[config.mk]
export PLATFORM = sky130hd
export DESIGN_NAME = vga_timing_gen
export DESIGN_NICKNAME = d
export VERILOG_FILES = /design/src/rtl/vga_timing_gen.sv
export SDC_FILE = /design/constraint.sdc
export NUM_CORES = 1
export LEC_CHECK = 0
export BUFFER_PORTS_ARGS = -buffer_cell sky130_fd_sc_hd__buf_2
export CAP_MARGIN = 20
export CORE_UTILIZATION = 49
export CTS_CLUSTER_DIAMETER = 80
export DETAILED_ROUTE_END_ITERATION = 6
export GPL_TIMING_DRIVEN = 0
export PLACE_DENSITY_LB_ADDON = 0.15
export SYNTH_ARGS = -nofsm -noshare
export SYNTH_HDL_FRONTEND = slang
export SYNTH_SLANG_ARGS = --single-unit
[constraint.sdc]
create_clock -name clk_in -period 1.7 [get_ports clk_in]
set_input_delay 0.34 -clock clk_in [delete_from_list [all_inputs] [get_ports clk_in]]
set_output_delay 0.34 -clock clk_in [all_outputs]
set_load 0.005 [all_outputs]
[src/rtl/vga_timing_gen.sv]
// Parametrised VGA raster timing generator: registered syncs, display enable,
// pixel coordinates and line/frame strobes. Optional macro VGA_TIMING_PIX_CE_EN adds a pix_ce input.
module vga_timing_gen #(
  parameter int H_ACTIVE   = 640,
  parameter int H_FP       = 16,
  parameter int H_SYNC     = 96,
  parameter int H_BP       = 48,
  parameter int V_ACTIVE   = 480,
  parameter int V_FP       = 10,
  parameter int V_SYNC     = 2,
  parameter int V_BP       = 33,
  parameter bit H_SYNC_POL = 1'b0,
  parameter bit V_SYNC_POL = 1'b0,
  parameter int XW         = 10,
  parameter int YW         = 10
) (
  input  logic          clk_in,
  input  logic          reset,
`ifdef VGA_TIMING_PIX_CE_EN
  input  logic          pix_ce,
`endif
  output logic          h_sync,
  output logic          v_sync,
  output logic          display_en,
  output logic [XW-1:0] x,
  output logic [YW-1:0] y,
  output logic          line_start,
  output logic          frame_start
);

  localparam int H_TOTAL = H_ACTIVE + H_FP + H_SYNC + H_BP;
  localparam int V_TOTAL = V_ACTIVE + V_FP + V_SYNC + V_BP;

  localparam logic [XW-1:0] H_ACT = XW'(H_ACTIVE);
  localparam logic [XW-1:0] H_SS  = XW'(H_ACTIVE + H_FP);
  localparam logic [XW-1:0] H_SE  = XW'(H_ACTIVE + H_FP + H_SYNC);
  localparam logic [XW-1:0] H_LST = XW'(H_TOTAL - 1);
  localparam logic [YW-1:0] V_ACT = YW'(V_ACTIVE);
  localparam logic [YW-1:0] V_SS  = YW'(V_ACTIVE + V_FP);
  localparam logic [YW-1:0] V_SE  = YW'(V_ACTIVE + V_FP + V_SYNC);
  localparam logic [YW-1:0] V_LST = YW'(V_TOTAL - 1);

  logic          ce;
  logic [XW-1:0] hc;
  logic [YW-1:0] vc;
  logic          h_in, v_in;

`ifdef VGA_TIMING_PIX_CE_EN
  assign ce = pix_ce;
`else
  assign ce = 1'b1;
`endif

  assign h_in = (hc >= H_SS) && (hc < H_SE);
  assign v_in = (vc >= V_SS) && (vc < V_SE);

  // Outputs register the decode of the current counters, so they trail hc/vc by one clock.
  always_ff @(posedge clk_in) begin
    if (reset) begin
      hc          <= '0;
      vc          <= '0;
      x           <= '0;
      y           <= '0;
      display_en  <= 1'b0;
      line_start  <= 1'b0;
      frame_start <= 1'b0;
      h_sync      <= ~H_SYNC_POL;
      v_sync      <= ~V_SYNC_POL;
    end else begin
      line_start  <= 1'b0;
      frame_start <= 1'b0;
      if (ce) begin
        x           <= hc;
        y           <= vc;
        display_en  <= (hc < H_ACT) && (vc < V_ACT);
        h_sync      <= h_in ? H_SYNC_POL : ~H_SYNC_POL;
        v_sync      <= v_in ? V_SYNC_POL : ~V_SYNC_POL;
        line_start  <= (hc == '0);
        frame_start <= (hc == '0) && (vc == '0);
        if (hc == H_LST) begin
          hc <= '0;
          vc <= (vc == V_LST) ? '0 : vc + 1'b1;
        end else begin
          hc <= hc + 1'b1;
        end
      end
    end
  end

endmodule

==> implementation parameters, run 1 <==
Parameter                              Value

CTS
  Buffer levels on the longest clock path    2
  Clock tree from TritonCTS    built
  Later-pin clock latency in the skew report    0.36 ns
  Maximum level of the CTS H-tree    2
  CTS root buffer    sky130_fd_sc_hd__clkbuf_4
  Clock Sinks    45
  TritonCTS Buffers    5
  Worst-path clk slew    0.12 ns

Worst hold path
  Worst Hold Endpoint    hc[1]
  Hold Startpoint    reset
  Class of the worst hold path    in -> reg
  Depth of the worst hold-timing path    4

Worst setup path
  Crit end category    flip-flop
  Launching point of the worst reg2reg path    hc[1]
  Length in cells of the worst reg-to-reg path    6
  CP delay by family, top    simple AND/OR/NAND/NOR gates
  End of the worst register-to-register path    vc[7]
  Max incr delay on CP    0.47 ns
  Worst EP arrival    2.00 ns
  Count of buffer and inverter cells on the critical path    1
  Required time worst endpoint    2.00 ns
  Worst setup path category    reg -> reg
  Total stage count of the critical path    6
  Chain of cells forming the critical path    ha_4 > and4_4 > nand4_1 > buf_6 > or4_4 > a21oi_2
  Largest fanout of any net on the critical path    5
  Kind of start point of the critical path    flip-flop
  Slowest cell on the critical path    sky130_fd_sc_hd__or4_4
  Internal reg-to-reg setup slack    between 0.002 and 0.003 ns

Placed design
  Area of placed instances    1910 µm²
  DP Wirelength    2.27 mm
  Number of buffers inserted by port buffering    26
  Global placement routability congestion    roughly 0.81

Synthesis
  Post-synth design cell area    1720 µm²
  EDFF count, synth    0
  Post-Syn Instances    184
  Top-area cell type share of the netlist area    52.4%
  Most used standard cells in the synthesized netlist    sky130_fd_sc_hd__dfxtp_1 (45), sky130_fd_sc_hd__nor2_1 (28), sky130_fd_sc_hd__nor2b_1 (15), sky130_fd_sc_hd__inv_1 (9), sky130_fd_sc_hd__nand2_1 (9)
  Proportion of register bits with asynchronous set or reset after synthesis    0%
  Sequential cell area fraction in the yosys report    52.4%
  Cells taking the most area after synthesis    sky130_fd_sc_hd__dfxtp_1 (52%), sky130_fd_sc_hd__nor2_1 (6.1%), sky130_fd_sc_hd__nor2b_1 (5.5%), sky130_fd_sc_hd__xnor2_1 (4.1%), sky130_fd_sc_hd__ha_1 (3.6%)
  Area leader, netlist    sky130_fd_sc_hd__dfxtp_1
  Most frequent cell after synthesis    sky130_fd_sc_hd__dfxtp_1
  Post-Syn Area per Cell    9.34 µm²
  Flip-flop and latch count after synthesis    45
  Library cells used by synthesis    29
  Most used flip-flop cell after synthesis    sky130_fd_sc_hd__dfxtp_1
  YS warnings    0
  Total nets after synthesis    191

STA
  Largest clock skew in the final design    0.00451 ns
  Worst-case headroom to the max-slew limit    66.7%
  Final Hold Vio Count    0
  RSZ-0062 raised after global routing    yes
  Max Clk Rate    0.589 GHz
  Portion of the clock cycle consumed by the worst path in the final layout    99.9%
  Final Max Tran Viols    0
  Transition at the pin with the smallest max-transition slack    between 0.4 and 0.5 ns
  Crit path time final    1.70 ns
  Total Negative Setup Slacks    0 ns
  Setup Viol. Count Final    0

Drt
  DRT antenna net count    0
  Detail-routed net length per standard cell    12.9 µm
  Vias    1397
  Avg Vias per Cell    5.03
  Number of remaining DRC errors    0
  Number of DRC violations after detailed-routing iteration 0    56
  Total wire length after detailed routing    3.58 mm
  Number of iterations in the first detailed-routing pass    4

Run status
  Result of the run    finished, final reports clean

Job
  Number of maximum-capacitance constraint violations    0

Global routing
  Pin count of the biggest net entering global routing    14
  Initial antenna violation count    0
  Overall routing resource usage    21.0%
  Number of global-route vias before repair    between 1000 and 1500
  Wire length of the first global-routing pass    5.45 mm
  Overflow after GRT    0

Finish
  Growth of design area from synthesis to finish    28.4%
  Antenna diode count    0
  Final design area excluding fillers    approximately 2200 µm²
  Share of post-route cells with drive strength above 1    31.5%
  Register area    913 µm²
  Footprint of the multi-input gates    a little over 800 µm²
  Post-layout net count    238
  Total of fill cells in the finished design    273

Floorplanning
  Total Die Area    roughly 3700 µm²
  IO Count    27
  Floorplan die height    about 61 µm
  Initial Utilization    51.5%
  Number of rows created at floorplan    21
  Area of the core    ~3300 µm²
  Die extent in x    61.2 µm

Pwr
  Peak supply drop    0.490 mV
  Power density over the cells    ~830 nW/µm²
  Post-layout total power    0.00183 W
  Static leakage    0.920 nW
==> where the power goes <==
group | switching (W) | total, W | internal (W)
registers | 0.00000782 | 0.00108 | 0.00107
clock network | 0.000319 | 0.000670 | 0.000351
logic | 0.0000458 | 0.0000855 | 0.0000397
total | 0.000373 | 0.00183 | 0.00146
==> cell families (layout without fill, tap and decap cells) <==
logic type / after synthesis / count (layout) / share of synthesized area (%)
and+or+nand+nor: 91 / 91 / 28.6
adders and majority gates: 5 / 5 / 3.64
muxes: 1 / 1 / 0.583
buffers and inverters: 19 / 67 / 4.73
DFF: 45 / 45 / 52.4
AOI/OAI and AO/OA: 11 / 11 / 3.93
xor gates and xnor gates: 12 / 12 / 6.12
==> worst max path at each step <==
stage               start  endpoint  slack (ns)
floorplan           hc[1]     vc[7]       0.009
global route        hc[1]     vc[7]       -0.05
detailed placement  hc[1]     vc[1]       -0.27
CTS                 hc[5]     vc[7]      0.0001
finish              hc[1]     vc[7]       0.003
global placement    hc[1]     vc[4]       -0.17
==> timing repair <==
action / in CTS / in global routing
gates resized for setup: 10 / 17
setup endpoints to repair: 16 / 17
setup buffers: 5 / 9
cloned: 1 / 0
pin swaps: 8 / 12
hold buffers: 0 / 0
==> stage by stage <==
| stage | utilization [%] | setup WS (ns) | hold WS, ns | cells |
|---|---|---|---|---|
| detailed placement | 57.3 | -0.268 | 0.432 | 256 |
| CTS | 62.3 | 0.000147 | 0.373 | 270 |
| global route | 66.1 | -0.0497 | 0.388 | 278 |
| floorplan | - | 0.00862 | 0.415 | 184 |
| finish | 66.1 | 0.00255 | 0.393 | 278 |
| global placement | 57.3 | -0.167 | 0.424 | 256 |
==> metal layers <==
| metal | track usage, % | vias up | routed length (µm) |
|---|---|---|---|
| met4 | 15.3 | 0 | 85 |
| met2 | 31.2 | 44 | 1770 |
| met1 | 26.5 | 638 | 1510 |
| met5 | 0 | - | 0 |
| met3 | 5.04 | 8 | 217 |
| li1 | - | 707 | - |
==> cell usage in the layout, fill, tap and decap left out, types with 2 or more instances in the layout <==
cell                        n
sky130_fd_sc_hd__a21oi_1    2
sky130_fd_sc_hd__a21oi_2    2
sky130_fd_sc_hd__and3_1     4
sky130_fd_sc_hd__buf_2     28
sky130_fd_sc_hd__buf_4     15
sky130_fd_sc_hd__buf_6      4
sky130_fd_sc_hd__clkbuf_1   4
sky130_fd_sc_hd__clkbuf_4   5
sky130_fd_sc_hd__dfxtp_1   39
sky130_fd_sc_hd__dfxtp_2    4
sky130_fd_sc_hd__dfxtp_4    2
sky130_fd_sc_hd__ha_1       4
sky130_fd_sc_hd__inv_1      9
sky130_fd_sc_hd__nand2_1    9
sky130_fd_sc_hd__nand3_1    6
sky130_fd_sc_hd__nand4_1    7
sky130_fd_sc_hd__nor2_1    28
sky130_fd_sc_hd__nor2b_1   15
sky130_fd_sc_hd__nor3_1     3
sky130_fd_sc_hd__nor3_4     2
sky130_fd_sc_hd__nor4_1     2
sky130_fd_sc_hd__nor4_2     2
sky130_fd_sc_hd__o21ai_0    2
sky130_fd_sc_hd__o31ai_1    4
sky130_fd_sc_hd__or4_1      3
sky130_fd_sc_hd__or4_4      2
sky130_fd_sc_hd__xnor2_1    8
sky130_fd_sc_hd__xor2_1     4
==> sequential cells by signal (all words and copies together), names as in the netlist <==
register and cells:
hc 10, vc 10, x 10, y 10, display_en 1, frame_start 1, h_sync 1, line_start 1
v_sync 1
==> final cells by class <==
cell class	count	share of cell area [%]
buffer	9	2.84
clock buffer	7	2.50
timing repair buffer	41	11.2
inverter	9	1.53
multi-input combinational	120	36.6
clock inverter	1	1.36
sequential	45	41.4
tap	46	2.61
==> worst reg2reg max path, delay by kind of cell (launching register included) <==
kind,cells,cell delay (ns)
compound gates,1,0.14
fa+ha+maj,1,0.13
buf+inv,1,0.17
flops,1,0.38
simple gates,3,0.83
No activity file was read; power rests on OpenSTA's default activity.
==> inputs of run 2 (changes only) <==
ABC_AREA = 1   (was not set)
CORE_UTILIZATION = 50   (was 49)
clock period = 1.56 ns   (was 1.7 ns; I/O delays follow)
==> implementation parameters, run 2 <==
Parameter                              Value

Run status
  Result of the run    finished, final reports clean

Global routing
  Initial antenna violation count    0
  Pin count of the biggest net entering global routing    14
  Overall routing resource usage    just under 20%
  Number of global-route vias before repair    1366
  Wire length of the first global-routing pass    6.11 mm
  Overflow after GRT    0

Job
  Number of maximum-capacitance constraint violations    0

Drt
  DRT antenna net count    0
  Number of iterations in the first detailed-routing pass    4
  Number of remaining DRC errors    0
  Total wire length after detailed routing    3.30 mm
  Avg Vias per Cell    between 4 and 5
  Detail-routed net length per standard cell    about 10 µm
  Number of DRC violations after detailed-routing iteration 0    between 90 and 100
  Vias    1514

Synthesis
  Post-Syn Area per Cell    approximately 7.6 µm²
  Area leader, netlist    sky130_fd_sc_hd__dfxtp_1
  Flip-flop and latch count after synthesis    between 40 and 50
  Top-area cell type share of the netlist area    49.7%
  Proportion of register bits with asynchronous set or reset after synthesis    0%
  Total nets after synthesis    246
  Cells taking the most area after synthesis    sky130_fd_sc_hd__dfxtp_1 (50%), sky130_fd_sc_hd__nor2_1 (10%), sky130_fd_sc_hd__nand2_1 (9.5%), sky130_fd_sc_hd__inv_1 (6.8%), sky130_fd_sc_hd__ha_1 (3.5%)
  Most frequent cell after synthesis    sky130_fd_sc_hd__nor2_1
  YS warnings    0
  Post-Syn Instances    239
  Most used standard cells in the synthesized netlist    sky130_fd_sc_hd__nor2_1 (50), sky130_fd_sc_hd__nand2_1 (46), sky130_fd_sc_hd__dfxtp_1 (45), sky130_fd_sc_hd__inv_1 (33), sky130_fd_sc_hd__nand3_1 (12)
  Most used flip-flop cell after synthesis    sky130_fd_sc_hd__dfxtp_1
  Library cells used by synthesis    24
  Sequential cell area fraction in the yosys report    roughly half
  EDFF count, synth    0
  Post-synth design cell area    approximately 1800 µm²

Finish
  Antenna diode count    0
  Most frequent standard cell in the layout excluding fill and tap cells    sky130_fd_sc_hd__nor2_1
  Most frequent cells in the layout    sky130_fd_sc_hd__nor2_1 (50), sky130_fd_sc_hd__nand2_1 (46), sky130_fd_sc_hd__dfxtp_1 (42), sky130_fd_sc_hd__inv_1 (33), sky130_fd_sc_hd__buf_2 (26)
  Share of post-route cells with drive strength above 1    18.3%
  Growth of design area from synthesis to finish    14.3%
  Non-filler instance count after layout    319
  Post-layout net count    279

STA
  Largest clock skew in the final design    0.0116 ns
  Setup Viol. Count Final    0
  Worst setup slack after layout    0.166 ns
  Max Clk Rate    0.717 GHz
  Portion of the clock cycle consumed by the worst path in the final layout    89.4%
  Transition at the pin with the smallest max-transition slack    0.444 ns
  RSZ-0062 raised after global routing    no
  Final Hold Vio Count    0
  Final Max Tran Viols    0
  Crit path time final    1.39 ns
  Total Negative Setup Slacks    0 ns
  Worst-case headroom to the max-slew limit    70.4%

Placed design
  Global placement routability congestion    0.880
  Number of buffers inserted by port buffering    26
  Number of cells in the design after placement    approximately 310
  DP Wirelength    2.50 mm
  Minimum setup slack after placement    0.0346 ns

CTS
  TritonCTS Buffers    5
  Buffer levels on the longest clock path    2
  Clock tree from TritonCTS    built
  CTS Hold Buffers Added    0
  Maximum level of the CTS H-tree    2
  Later-pin clock latency in the skew report    0.34 ns
  Clock Sinks    45
  Worst-path clk slew    0.12 ns
  CTS root buffer    sky130_fd_sc_hd__clkbuf_4

Worst setup path
  Largest fanout of any net on the critical path    10
  CP delay by family, top    flip-flops
  Worst EP arrival    1.64 ns
  Worst setup path category    reg -> reg
  Count of buffer and inverter cells on the critical path    2
  Crit end category    flip-flop
  Slowest cell on the critical path    sky130_fd_sc_hd__dfxtp_2
  Required time worst endpoint    1.80 ns
  Kind of start point of the critical path    flip-flop
  Chain of cells forming the critical path    ha_2 > nand3_4 > inv_4 > nand3_2 > nand2_2 > buf_4 > nor2_1
  Max incr delay on CP    0.39 ns

Pwr
  Static leakage    about 0.97 nW
  Power density over the cells    851 nW/µm²
  Peak supply drop    0.499 mV

Floorplanning
  Floorplan die height    62.2 µm
  Area of the core    3420 µm²
  Initial Utilization    between 50 and 60%
  Total Die Area    3870 µm²
  Die extent in x    62.2 µm
  IO Count    27
  Number of rows created at floorplan    21

Worst hold path
  Class of the worst hold path    in -> reg
[run 2: cell count changes after synthesis, moves of 5 or more]
cell	previous run	this run
sky130_fd_sc_hd__a21oi_1	4	9
sky130_fd_sc_hd__buf_2	5	0
sky130_fd_sc_hd__inv_1	9	33
sky130_fd_sc_hd__nand2_1	9	46
sky130_fd_sc_hd__nand3_1	6	12
sky130_fd_sc_hd__nor2_1	28	50
sky130_fd_sc_hd__nor2b_1	15	0
sky130_fd_sc_hd__or4_1	5	0
sky130_fd_sc_hd__xnor2_1	8	1
[run 2: power by group]
| group | switching, W | leakage, nW | internal [W] |
|---|---|---|---|
| clock network | 0.000342 | 0.0320 | 0.000172 |
| logic | 0.0000435 | 0.571 | 0.0000280 |
| registers | 0.0000106 | 0.365 | 0.00117 |
| total | 0.000396 | 0.968 | 0.00137 |
[run 2: per-stage QoR]
step,util (%),total power (W),cell area [µm²],hold WS (ns)
5_1_grt,60.7,0.00186,2070,0.166
3_3_place_gp,58.6,0.00127,2000,0.461
2_1_floorplan,-,0.00125,1810,0.384
4_1_cts,60.1,0.00178,2050,0.175
3_5_place_dp,58.6,0.00127,2000,0.474
6_report,60.7,0.00176,2070,0.187
[run 2: final timing paths]
kind,slack [ns],start,endpoint,cells after the start
worst max-delay path,0.17,hc[0],hc[0],7
worst min-delay path,0.19,reset,y[9],2
worst max register to register,0.17,hc[0],hc[0],7
worst min register to register,0.47,hc[0],hc[0],1
[run 2: cells by family after synthesis]
group | synth area share, %
XOR/XNOR | 1.45
AO/OA/AOI/OAI | 3.93
buffers and inverters | 8.76
flip-flops | 49.7
AND/OR/NAND/NOR | 32.7
adder cells (fa/ha/maj) | 3.45
[run 2: layer usage]
metal / GRT usage [%] / routed length (µm) / part of all wire, %
met1: 28.2 / 1650 / 50
met4: 6.69 / 40 / 1.2
met3: 4.96 / 224 / 6.8
met2: 29.4 / 1390 / 42
met5: 0 / 0 / 0
[run 2: final cells by class]
| cell class | instances | area, µm² |
|---|---|---|
| buffer | 4 | 26.3 |
| clock buffer | 6 | 41.3 |
| clock inverter | 2 | 10.0 |
| fill | 313 | 1340 |
| inverter | 35 | 134 |
| multi-input combinational | 155 | 768 |
| sequential | 45 | 905 |
| tap | 46 | 57.6 |
| timing repair buffer | 26 | 130 |
[run 2: what timing repair did]
| action | in CTS | in global routing |
|---|---|---|
| resized for setup | 0 | 7 |
| setup endpoints to repair | 0 | 19 |
| buffers inserted | 0 | 0 |
| endpoints found under the hold margin | 0 | 0 |
==> inputs of run 3 (changes only) <==
ABC_AREA = 0   (was 1)
CORE_UTILIZATION = 49   (was 50)
==> implementation parameters, run 3 (same netlist as run 1, synthesis figures left out) <==
Parameter                              Value

Finish
  Final design area excluding fillers    ~2300 µm²
  Most frequent cells in the layout    sky130_fd_sc_hd__dfxtp_1 (36), sky130_fd_sc_hd__nor2_1 (27), sky130_fd_sc_hd__buf_2 (26), sky130_fd_sc_hd__buf_4 (16), sky130_fd_sc_hd__nor2b_1 (15)
  Footprint of the multi-input gates    about 860 µm²
  Most frequent standard cell in the layout excluding fill and tap cells    sky130_fd_sc_hd__dfxtp_1
  Post-layout net count    between 200 and 250
  Register area    922 µm²
  Total of fill cells in the finished design    approximately 270
  Core Util, Final    between 60 and 70%
  Share of post-route cells with drive strength above 1    35.2%
  Antenna diode count    0
  Growth of design area from synthesis to finish    33.3%
  Non-filler instance count after layout    between 200 and 300

Floorplanning
  Initial Utilization    51.5%
  Floorplan die height    approximately 61 µm
  Area of the core    3340 µm²
  Die extent in x    between 60 and 70 µm
  Number of rows created at floorplan    21
  Total Die Area    3750 µm²
  IO Count    27

CTS
  Buffer levels on the longest clock path    2
  Later-pin clock latency in the skew report    0.36 ns
  CTS root buffer    sky130_fd_sc_hd__clkbuf_4
  Maximum level of the CTS H-tree    2
  Clock Sinks    45
  Worst-path clk slew    0.13 ns
  CTS Hold Buffers Added    0
  Clock tree from TritonCTS    built
  TritonCTS Buffers    5

Drt
  Avg Vias per Cell    5.11
  Number of iterations in the first detailed-routing pass    4
  Number of remaining DRC errors    0
  Total wire length after detailed routing    3.82 mm
  DRT antenna net count    0
  Detail-routed net length per standard cell    ~14 µm
  Number of DRC violations after detailed-routing iteration 0    41
  Vias    1426

STA
  Crit path time final    1.75 ns
  Worst-case headroom to the max-slew limit    61.0%
  Post-route worst hold slack    0.263 ns
  Worst setup slack after layout    -0.185 ns
  Portion of the clock cycle consumed by the worst path in the final layout    112%
  Setup Viol. Count Final    6
  Largest clock skew in the final design    0.00924 ns
  Transition at the pin with the smallest max-transition slack    0.585 ns
  Final Max Tran Viols    0
  RSZ-0062 raised after global routing    yes
  Max Clk Rate    around 0.57 GHz
  Final Hold Vio Count    0

Run status
  Violations in the final reports    setup timing
  Result of the run    finished with violations

Worst setup path
  Launching point of the worst reg2reg path    hc[0]
  Worst EP arrival    2.05 ns
  Length in cells of the worst reg-to-reg path    6
  Count of buffer and inverter cells on the critical path    1
  CP delay by family, top    simple AND/OR/NAND/NOR gates
  End of the worst register-to-register path    vc[7]
  Required time worst endpoint    approximately 1.9 ns
  Chain of cells forming the critical path    ha_4 > and4_4 > nand4_1 > buf_6 > or4_4 > a21oi_2
  Largest fanout of any net on the critical path    5
  Worst setup path category    reg -> reg
  Max incr delay on CP    0.47 ns
  Internal reg-to-reg setup slack    -0.19 ns
  Crit end category    flip-flop
  Kind of start point of the critical path    flip-flop
  Slowest cell on the critical path    sky130_fd_sc_hd__or4_4

Pwr
  Static leakage    roughly 0.94 nW
  Post-layout total power    0.00213 W
  Power density over the cells    932 nW/µm²
  Peak supply drop    0.480 mV

Global routing
  Overall routing resource usage    between 20% and 30%
  Overflow after GRT    0
  Number of global-route vias before repair    1236
  Initial antenna violation count    0
  Pin count of the biggest net entering global routing    15
  Wire length of the first global-routing pass    5.74 mm

Placed design
  Area of placed instances    1920 µm²
  Number of cells in the design after placement    256
  DP Wirelength    2.26 mm
  Global placement routability congestion    0.813
  Number of buffers inserted by port buffering    26

Worst hold path
  Depth of the worst hold-timing path    3
  Worst Hold Endpoint    hc[0]
  Hold Startpoint    reset
  Class of the worst hold path    in -> reg

Job
  Number of maximum-capacitance constraint violations    0
-- run 3: cell types whose count changed in the layout (fill, tap and decap cells not counted), sizes merged, moves of 5 or more --
| cell | delta |
|---|---|
| inv | -26 |
| buf | +19 |
| nand2 | -39 |
| a21oi | -5 |
| nor2 | -26 |
| nor2b | +15 |
| or4 | +5 |
| nand3 | -9 |
| xnor2 | +7 |
-- run 3: tightest hold or removal path: cells and delay by family --
kind	cells	cell delay (ns)
buffers and inverters	1	0.09
AND/OR/NAND/NOR	2	0.20
-- run 3: final cells by class --
class / count / area share, %
inverters: 9 / 1.48
clock buffers: 5 / 1.64
multi-input cells: 121 / 37.4
repair buffers: 43 / 11.4
clock inverters: 3 / 2.84
plain buffers: 7 / 2.46
well taps: 46 / 2.51
flip-flops and latches: 45 / 40.3
-- run 3: power by group --
part           internal [W]  switching [W]
logic             0.0000453      0.0000516
clock network      0.000496       0.000369
registers           0.00116     0.00000888
total               0.00170       0.000430
-- run 3: worst max-delay path by stage --
stage	from	endpoint	slack [ns]	cells after the start
6_report	hc[0]	vc[7]	-0.19	6
5_1_grt	hc[0]	vc[7]	-0.22	6
4_1_cts	hc[1]	vc[7]	-0.13	6
3_5_place_dp	hc[1]	vc[2]	-0.32	6
3_3_place_gp	hc[1]	vc[2]	-0.24	6
2_1_floorplan	hc[1]	vc[7]	-0.01	6
-- run 3: routing by layer --
metal	vias to the layer above	GRT usage (%)	share of wire, %
met5	-	0	0
met4	0	6.82	2.1
met3	10	6.30	4.2
met2	32	33.5	48
met1	664	28.4	46
li1	720	-	-
-- run 3: stage by stage --
step	setup WS [ns]	TNS, ns
2_1_floorplan	-0.0141	-0.0141
3_3_place_gp	-0.235	-3.05
3_5_place_dp	-0.317	-3.74
4_1_cts	-0.130	-0.336
5_1_grt	-0.217	-0.968
6_report	-0.185	-0.545
-- run 3: timing repair --
item                                    4_1_cts  5_1_grt
pin swaps                                    11        8
gates cloned                                  2        0
gates resized for setup                      18       21
buffers inserted                              7       10
endpoints found under the setup margin       16       12
